==> src/rtl/hazard_stall_if.sv <==
// Hazard/stall handshake bundle between the ID/EX pipeline stages and the
// load-use stall controller. The optional stall_cycles signal exists only
// when STALL_PERF_CNT_EN is defined.
interface hazard_stall_if #(
   parameter int REG_ADDR_W = 5,
   parameter int PERF_W     = 32
);
   logic                  id_valid;
   logic [REG_ADDR_W-1:0] id_rs1;
   logic [REG_ADDR_W-1:0] id_rs2;
   logic                  id_rs1_used;
   logic                  id_rs2_used;
   logic                  ex_valid;
   logic                  ex_mem_read;
   logic [REG_ADDR_W-1:0] ex_rd;
   logic                  mem_busy;
   logic                  flush;
   logic                  pc_write;
   logic                  if_id_write;
   logic                  ctrl_bubble;
   logic                  stall_active;
`ifdef STALL_PERF_CNT_EN
   logic [PERF_W-1:0]     stall_cycles;
`endif

   // Pipeline side: presents stage contents, consumes the stall controls.
   modport master (
      output id_valid, id_rs1, id_rs2, id_rs1_used, id_rs2_used,
      output ex_valid, ex_mem_read, ex_rd, mem_busy, flush,
`ifdef STALL_PERF_CNT_EN
      input  stall_cycles,
`endif
      input  pc_write, if_id_write, ctrl_bubble, stall_active
   );

   // Controller side.
   modport slave (
      input  id_valid, id_rs1, id_rs2, id_rs1_used, id_rs2_used,
      input  ex_valid, ex_mem_read, ex_rd, mem_busy, flush,
`ifdef STALL_PERF_CNT_EN
      output stall_cycles,
`endif
      output pc_write, if_id_write, ctrl_bubble, stall_active
   );
endinterface

==> src/rtl/hazard_stall_controller.sv <==
// Load-use hazard detection and stall sequencer.
// Detects an ID-stage instruction reading the destination of a load in EX
// (x0 never hazards), inserts LOAD_LAT bubbles via a small counter FSM,
// freezes the whole pipeline on mem_busy and aborts stalls on flush.
// Optional macro STALL_PERF_CNT_EN adds the stall_cycles bubble counter.
module hazard_stall_controller #(
   parameter int REG_ADDR_W = 5,
   parameter int LOAD_LAT   = 1,
   parameter int CNT_W      = 3,
   parameter int PERF_W     = 32
) (
   input logic           clk,
   input logic           rst,
   hazard_stall_if.slave bus
);

   typedef enum logic {
      IDLE  = 1'b0,
      STALL = 1'b1
   } state_t;

   // Counter value on entering STALL: the first bubble is issued from IDLE.
   localparam logic [CNT_W-1:0] CNT_INIT = CNT_W'(LOAD_LAT - 1);
   localparam logic [CNT_W-1:0] CNT_LAST = CNT_W'(1);

   state_t           state, state_nxt;
   logic [CNT_W-1:0] cnt, cnt_nxt;
   logic             hit;
   logic             pc_write, if_id_write, ctrl_bubble, stall_active;

   // Load-use match: a load in EX writes a register the ID instruction reads.
   always_comb begin
      hit = bus.id_valid & bus.ex_valid & bus.ex_mem_read & (bus.ex_rd != '0) &
            ((bus.id_rs1_used & (bus.id_rs1 == bus.ex_rd)) |
             (bus.id_rs2_used & (bus.id_rs2 == bus.ex_rd)));
   end

   // Prioritised Mealy outputs and next-state: rst, mem_busy, flush, FSM.
   always_comb begin
      // NOTE: every output gets a default first so no path can infer a latch.
      state_nxt    = state;
      cnt_nxt      = cnt;
      pc_write     = 1'b1;
      if_id_write  = 1'b1;
      ctrl_bubble  = 1'b0;
      stall_active = (state == STALL);
      if (rst) begin
         state_nxt    = IDLE;
         cnt_nxt      = '0;
         stall_active = 1'b0;
      end else if (bus.mem_busy) begin
         // Whole pipeline frozen; flush waits until the memory is ready.
         pc_write    = 1'b0;
         if_id_write = 1'b0;
      end else if (bus.flush) begin
         // ID is discarded, so a bubble goes down and any stall is dropped.
         ctrl_bubble = 1'b1;
         state_nxt   = IDLE;
         cnt_nxt     = '0;
      end else if (state == IDLE) begin
         if (hit) begin
            pc_write    = 1'b0;
            if_id_write = 1'b0;
            ctrl_bubble = 1'b1;
            if (LOAD_LAT > 1) begin
               state_nxt = STALL;
               cnt_nxt   = CNT_INIT;
            end
         end
      end else begin
         // EX holds our own bubble here, so hit is not re-evaluated.
         pc_write    = 1'b0;
         if_id_write = 1'b0;
         ctrl_bubble = 1'b1;
         cnt_nxt     = cnt - 1'b1;
         if (cnt == CNT_LAST) state_nxt = IDLE;
      end
   end

   assign bus.pc_write     = pc_write;
   assign bus.if_id_write  = if_id_write;
   assign bus.ctrl_bubble  = ctrl_bubble;
   assign bus.stall_active = stall_active;

   // State and bubble counter registers with synchronous reset.
   always_ff @(posedge clk) begin
      // NOTE: sequential state uses non-blocking assignments to avoid races.
      if (rst) begin
         state <= IDLE;
         cnt   <= '0;
      end else begin
         state <= state_nxt;
         cnt   <= cnt_nxt;
      end
   end

`ifdef STALL_PERF_CNT_EN
   logic [PERF_W-1:0] stall_cycles;

   // Count every bubble actually issued (frozen cycles excluded); wraps.
   always_ff @(posedge clk) begin
      if (rst) begin
         stall_cycles <= '0;
      end else if (ctrl_bubble && !bus.mem_busy) begin
         stall_cycles <= stall_cycles + 1'b1;
      end
   end

   assign bus.stall_cycles = stall_cycles;
`endif

endmodule

==> src/flat_wrapper.sv <==
// flat-port wrapper written by rule: the top's interface ports become plain ports
module hazard_stall_controller_flat 
#(
   parameter int REG_ADDR_W = 5,
   parameter int LOAD_LAT   = 1,
   parameter int CNT_W      = 3,
   parameter int PERF_W     = 32
)
  (clk, rst, bus_id_valid, bus_id_rs1, bus_id_rs2, bus_id_rs1_used, bus_id_rs2_used, bus_ex_valid, bus_ex_mem_read, bus_ex_rd, bus_mem_busy, bus_flush, bus_pc_write, bus_if_id_write, bus_ctrl_bubble, bus_stall_active);
  hazard_stall_if #(.REG_ADDR_W(REG_ADDR_W), .PERF_W(PERF_W)) bus_i ();
  input logic clk;
  input logic rst;
  input wire logic [$bits(bus_i.id_valid)-1:0] bus_id_valid;
  input wire logic [$bits(bus_i.id_rs1)-1:0] bus_id_rs1;
  input wire logic [$bits(bus_i.id_rs2)-1:0] bus_id_rs2;
  input wire logic [$bits(bus_i.id_rs1_used)-1:0] bus_id_rs1_used;
  input wire logic [$bits(bus_i.id_rs2_used)-1:0] bus_id_rs2_used;
  input wire logic [$bits(bus_i.ex_valid)-1:0] bus_ex_valid;
  input wire logic [$bits(bus_i.ex_mem_read)-1:0] bus_ex_mem_read;
  input wire logic [$bits(bus_i.ex_rd)-1:0] bus_ex_rd;
  input wire logic [$bits(bus_i.mem_busy)-1:0] bus_mem_busy;
  input wire logic [$bits(bus_i.flush)-1:0] bus_flush;
  output wire logic [$bits(bus_i.pc_write)-1:0] bus_pc_write;
  output wire logic [$bits(bus_i.if_id_write)-1:0] bus_if_id_write;
  output wire logic [$bits(bus_i.ctrl_bubble)-1:0] bus_ctrl_bubble;
  output wire logic [$bits(bus_i.stall_active)-1:0] bus_stall_active;
  assign bus_i.id_valid = bus_id_valid;
  assign bus_i.id_rs1 = bus_id_rs1;
  assign bus_i.id_rs2 = bus_id_rs2;
  assign bus_i.id_rs1_used = bus_id_rs1_used;
  assign bus_i.id_rs2_used = bus_id_rs2_used;
  assign bus_i.ex_valid = bus_ex_valid;
  assign bus_i.ex_mem_read = bus_ex_mem_read;
  assign bus_i.ex_rd = bus_ex_rd;
  assign bus_i.mem_busy = bus_mem_busy;
  assign bus_i.flush = bus_flush;
  assign bus_pc_write = bus_i.pc_write;
  assign bus_if_id_write = bus_i.if_id_write;
  assign bus_ctrl_bubble = bus_i.ctrl_bubble;
  assign bus_stall_active = bus_i.stall_active;
  hazard_stall_controller #(.REG_ADDR_W(REG_ADDR_W), .LOAD_LAT(LOAD_LAT), .CNT_W(CNT_W), .PERF_W(PERF_W)) u_core (.clk(clk), .rst(rst), .bus(bus_i));
endmodule
==> config.mk <==
export PLATFORM = sky130hd
export DESIGN_NAME = hazard_stall_controller_flat
export DESIGN_NICKNAME = d
export VERILOG_FILES = /design/src/rtl/hazard_stall_if.sv /design/src/rtl/hazard_stall_controller.sv /design/src/flat_wrapper.sv
export SDC_FILE = /design/constraint.sdc
export NUM_CORES = 1
export LEC_CHECK = 0
export ABC_AREA = 1
export CORE_MARGIN = 5
export CORE_UTILIZATION = 25
export DETAILED_ROUTE_END_ITERATION = 6
export GPL_TIMING_DRIVEN = 0
export PLACE_DENSITY_LB_ADDON = 0.08
export SYNTH_ARGS = -nofsm -noshare
export SYNTH_HDL_FRONTEND = slang
export SYNTH_SLANG_ARGS = --single-unit
==> constraint.sdc <==
create_clock -name clk -period 2.7 [get_ports clk]
set_clock_uncertainty 0.05 [all_clocks]
set_input_delay 0.54 -clock clk [delete_from_list [all_inputs] [get_ports clk]]
set_output_delay 0.54 -clock clk [all_outputs]
set_load 0.02 [all_outputs]
==> metrics.txt <==
Antenna Cells 0; Gate Count Post-Synth 92; Post-synth EDFFs 0; Crit Path Max Fanout 3; synth top area cells nand2_1 (25%), dfxtp_1 (17%), inv_1 (16%), nor2_1 (9.5%), ha_1 (5.3%); Core Area 1760 sq um; Remaining Overflow, GRT 0; Synth Area in Compound Gates 14.0%; Die H 53.6 um; Post-synth ARST share 0%; distinct cell type count after synthesis 19; synthesized area per cell 5.15 sq um; CP Capture Type output port; pwr/cell area 281 nW/um^2; WL per Instance 7.97 um; Post-Syn Nets 118; Port Buffers 27; CTS H-tree lvls 1; post-synthesis sequential area ratio 16.9%; Top FF cell, synth dfxtp_1; share of cells above drive strength 1 10.7%; largest net degree at the start of global routing 6; top-count cell post-synth nand2_1; Post-Syn Area 474 sq um; Clk Latency, worst-skew pair 230 ps; area leader, netlist nand2_1; Yosys reg bits 4; routed vias/inst 3.99; die area 2870 sq um; number of max-cap violations 0; Initial Util 26.9%; vias in the first global route 462; final worst path period share 94.7%; Pre-Repair DR Iteration Count 3; Synth Area in XOR/XNOR 0%; final hold vios 0; NumNets Final 150; I/O pin count 28; GRT Total Usage 8.92%; Rows 15; detailed-route DRC error count 0; outcome completed; reg2reg start u_core.cnt[0]; Ys Warns 0; relative slew slack 85.8%; FF-to-FF End u_core.cnt[2]; Hold WS 430 ps; Clock Sinks 4; FMAX 0.391 GHz; DRT iter0 DRCs 4; leakage dissipation 0.422 nW; CP Class in2out; crit path from bus_ex_rd[4]; RSZ-0062 raised after global routing false; main combinational cell family by area after synthesis simple AND/OR/NAND/NOR gates; Post-synth top cells nand2_1 (31), inv_1 (20), nor2_1 (12); Finished Core Util 45.0%; Num CTS Buffers 3; Area Overhead vs Synth 67.5%; Slew Viols, Final 0; placer congestion estimate 0.769; r2r setup slk 1570 ps; Post-Synth Adder-Cell Area 5.28%; Startpoint Class input port; Via Count 586; r2r worst-path depth 6; worst-margin pin slew 212 ps; CP arrival 1970 ps; TritonCTS clock tree done; simple-gate area share of the yosys netlist 44.1%; post-synthesis mux area share 0%; final wirelength 1170 um; Req. time, crit path 2110 ps; ANT nets after route 0; CTS root buf clkbuf_4; Clock transition at path regs 30 ps; HP Class reg2reg; CP Capture Point bus_if_id_write; initial antenna violation count 0; Die X 53.6 um; Period minus WS final 2560 ps; peak supply drop 257 uV; post-DP HPWL 1030 um; Final setup viols 0; first-pass GRT wire length 1840 um; maximum clock path buffer count 2; share of the synthesized area in the top cell type 24.5%
==> placed cells by master, fill, tap and decap left out, drive strengths merged <==
| cell type | instances |
|---|---|
| nor2 | 13 |
| ha | 2 |
| dfxtp | 4 |
| a21oi | 5 |
| o21ai | 4 |
| a31oi | 1 |
| nand4 | 2 |
| clkdlybuf4s15 | 1 |
| nand2 | 33 |
| nand3 | 2 |
| dlygate4sd2 | 1 |
| clkdlybuf4s50 | 24 |
| inv | 23 |
| buf | 2 |
| clkbuf | 3 |
| a211oi | 1 |
| or2 | 1 |
==> flip-flops by register name, summed over array words and instances, names as in the netlist <==
register	count
u_core.cnt	3
u_core.state	1
==> report_power, final <==
group	internal [W]	total, W	switching (W)	leakage (nW)
logic	0.0000484	0.0000866	0.0000382	0.376
registers	0.0000624	0.0000632	0.000000876	0.0327
clock network	0.0000496	0.0000731	0.0000234	0.0138
total	0.000160	0.000223	0.0000625	0.422
==> routing by layer <==
layer / up-vias / share of wire, % / GRT usage (%)
met3: 0 / 7.9 / 5.82
met1: 234 / 48 / 11.4
met4: 0 / 0 / 1.28
met2: 17 / 44 / 12.7
li1: 335 / - / -
met5: - / 0 / 0
==> stage by stage <==
step                      total power, W  worst slack, ps  cells  cell area [sq um]  TNS [ps]
after global routing            0.000246             2.13    147                795         0
after CTS                       0.000227             99.2    147                793         0
after detailed placement        0.000153             -218    144                776      -493
final                           0.000223              143    147                795         0
after global placement          0.000152             -205    144                776      -469
after floorplan                 0.000104              792     92                474         0
==> layout make-up <==
| type | count | area [sq um] |
|---|---|---|
| buffer | 1 | 7.51 |
| inverter | 23 | 86.3 |
| timing repair buffer | 27 | 267 |
| multi-input combinational | 64 | 300 |
| clock buffer | 3 | 22.5 |
| fill | 207 | 970 |
| tap | 25 | 31.3 |
| sequential | 4 | 80.1 |
==> worst max-delay path, cell delays in order <==
cell and delay, ps:
clkdlybuf4s50_1 500, inv_2 60, nand2_1 50, nand2_1 50
nor2_1 120, nand3_1 80, nand2_1 70, nand2_2 60
nand2_1 50, nand2_1 60, dlygate4sd2_1 320
==> kinds of logic after synthesis <==
kind of cell | after synthesis
buffers and inverters | 24
DFF | 4
adders and majority gates | 2
and+or+nand+nor | 51
AOI/OAI and AO/OA | 11
==> how the worst min path moves through the flow <==
stage | startpoint | end | slack [ps] | depth (start not counted)
global route | u_core.cnt[1] | u_core.cnt[1] | 480 | 2
floorplan | u_core.cnt[2] | u_core.cnt[2] | 400 | 2
finish | u_core.cnt[1] | u_core.cnt[1] | 430 | 2
global placement | u_core.cnt[1] | u_core.cnt[1] | 430 | 2
detailed placement | u_core.cnt[2] | u_core.cnt[2] | 430 | 2
CTS | u_core.cnt[2] | u_core.cnt[2] | 440 | 2
==> repair_timing <==
| item | 4_1_cts | 5_1_grt |
|---|---|---|
| gates resized for setup | 4 | 1 |
| buffers inserted | 0 | 0 |
| endpoints found under the setup margin | 3 | 1 |
| hold buffers | 0 | 0 |
Power figures use the tool's default switching activity.
==> patch: new RTL, same settings <==
`CNT_W` is set to 3 in 2 places; all go to 6.
--- a/src/rtl/hazard_stall_controller.sv
+++ b/src/rtl/hazard_stall_controller.sv
@@ -6,7 +6,7 @@
 module hazard_stall_controller #(
    parameter int REG_ADDR_W = 5,
    parameter int LOAD_LAT   = 1,
-   parameter int CNT_W      = 3,
+   parameter int CNT_W      = 6,
    parameter int PERF_W     = 32
 ) (
    input logic           clk,
--- a/src/flat_wrapper.sv
+++ b/src/flat_wrapper.sv
@@ -3,7 +3,7 @@
 #(
    parameter int REG_ADDR_W = 5,
    parameter int LOAD_LAT   = 1,
-   parameter int CNT_W      = 3,
+   parameter int CNT_W      = 6,
    parameter int PERF_W     = 32
 )
   (clk, rst, bus_id_valid, bus_id_rs1, bus_id_rs2, bus_id_rs1_used, bus_id_rs2_used, bus_ex_valid, bus_ex_mem_read, bus_ex_rd, bus_mem_busy, bus_flush, bus_pc_write, bus_if_id_write, bus_ctrl_bubble, bus_stall_active);
Formal check against the unedited RTL: same outputs for any inputs over 10 cycles, from zero or initial values and one cycle with rst high; that may be too few to reach the edited logic, so the function may still have changed.
==> patch against the original RTL <==
Setup slack improved by 16 ps. Non-clock buffer count stayed put. Sequential share of layout area increased by 4.9 points. Register-to-register slack got worse by 20 ps. Synthesized area is 30% higher. Critical path type unchanged. Power increased by 40%. Wire length increased by 30%. Design area up 18%. Via count is 22% higher. Sequential cell count up 3.
==> patch: results (changes against the original RTL) <==
The worst slack after detailed placement was -253 ps (-35.2 ps). Ranked by total cell area, the synthesized netlist is headed by sky130_fd_sc_hd__nand2_1 (23%), sky130_fd_sc_hd__dfxtp_1 (23%), sky130_fd_sc_hd__inv_1 (15%), sky130_fd_sc_hd__nor2_1 (11%), sky130_fd_sc_hd__ha_1 (4.1%). The post-place instance area is 922 um^2 (+19%). The average vias per placed instance came out at 4.10 (+2.8%). The run gives 267 (+29%) as the number of fill cells.

Capture instance of the worst register-to-register path: u_core.cnt[1]$_SDFFE_PP0P_. The largest voltage drop on the vdd net came out at 285 uV (+11%). The overall track demand over capacity in global routing is 9.87% (+0.95 points), and the measured slew at the worst slew-check pin is 219 ps (+6.77 ps). The largest registers in the layout are u_core.cnt (6), u_core.state (1). The startpoint identified for the worst hold timing path is u_core.cnt[5]$_SDFFE_PP0P_. The leakage power total was 0.501 nW (+19%).

The global-route met1 utilization was 12.5% (+1.0 points). For the critical path arrival, the log shows 1950 ps (-20 ps). The final weighted congestion of routability-driven global placement is 0.713 (-7.2%), and the global-route wire length before repair is 2.66 mm (+45%).

The clock transition at the registers of the reported paths came out at 50 ps (+20 ps). The commonest cells after synthesis are sky130_fd_sc_hd__nand2_1 (38), sky130_fd_sc_hd__inv_1 (24), sky130_fd_sc_hd__nor2_1 (18), sky130_fd_sc_hd__dfxtp_1 (7), sky130_fd_sc_hd__nand3_1 (4). The run gives 674 (+46%) as the number of global-route vias before repair. The run finished with clean final reports.

The part of the Yosys area used for sequential elements came out at 22.8% (+5.9 points). The tools report the cell count after synthesis as 113 (+23%). In this run the worst setup path terminates at bus_pc_write. The number of cells traversed by the worst register-to-register path works out to 5 (-1).

The HPWL after detailed placement is 1.33 mm (+28%). The share of final-layout standard cells stronger than drive strength 1 was 9.03% (-1.6 points); the net count after synthesis was 139 (+18%). Flop-to-flop setup slack: 1550 ps (-20 ps).
patch: power breakdown:
group,internal (mW),switching (mW)
combinational,0.0542,0.0481
sequential,0.109,0.00513
clock,0.0564,0.0390
total,0.220,0.0922
patch: metal layers:
metal  vias to the layer above  wire length (um)
met1                       294               745
met2                        18               656
met3                         0               125
met4                         0                 0
li1                        401                 -
met5                         -                 0
patch: area by class of cell:
cell class                 instances  area share (%)
buffer                             1           0.800
sequential                         7            14.9
timing repair buffer              27            27.5
clock buffer                       4            2.80
multi-input combinational         80            40.0
tap                               30            4.00
inverter                          25            10.0
patch: per-stage QoR:
| stage | hold WS (ps) | TNS, ps | util (%) | power, mW |
|---|---|---|---|---|
| after CTS | 461 | 0 | 39.1 | 0.320 |
| after detailed placement | 453 | -600 | 38.3 | 0.221 |
| after floorplan | 420 | 0 | - | 0.168 |
| final | 458 | 0 | 38.9 | 0.312 |
| after global routing | 483 | 0 | 38.9 | 0.346 |
| after global placement | 443 | -628 | 38.3 | 0.220 |
patch: worst min-delay path by stage:
| stage | endpoint | cells after the start |
|---|---|---|
| floorplan | u_core.cnt[1]$_SDFFE_PP0P_ | 2 |
| global placement | u_core.cnt[1]$_SDFFE_PP0P_ | 2 |
| detailed placement | u_core.cnt[1]$_SDFFE_PP0P_ | 2 |
| CTS | u_core.cnt[5]$_SDFFE_PP0P_ | 2 |
| global route | u_core.cnt[5]$_SDFFE_PP0P_ | 2 |
| finish | u_core.cnt[5]$_SDFFE_PP0P_ | 2 |
patch: logic make-up after synthesis:
kind of cell	share of synthesized area, %
DFF	22.8
AOI/OAI and AO/OA	5.09
buffers and inverters	16.5
xor gates and xnor gates	2.85
and+or+nand+nor	48.7
adders and majority gates	4.07
patch: worst register-to-register path, cell delays in order, from the launching register on:
cell                      delay [ps]
sky130_fd_sc_hd__dfxtp_1         370
sky130_fd_sc_hd__inv_1            80
sky130_fd_sc_hd__ha_1            290
sky130_fd_sc_hd__nor2_1          100
sky130_fd_sc_hd__o21ai_0          90
sky130_fd_sc_hd__a21oi_1         110
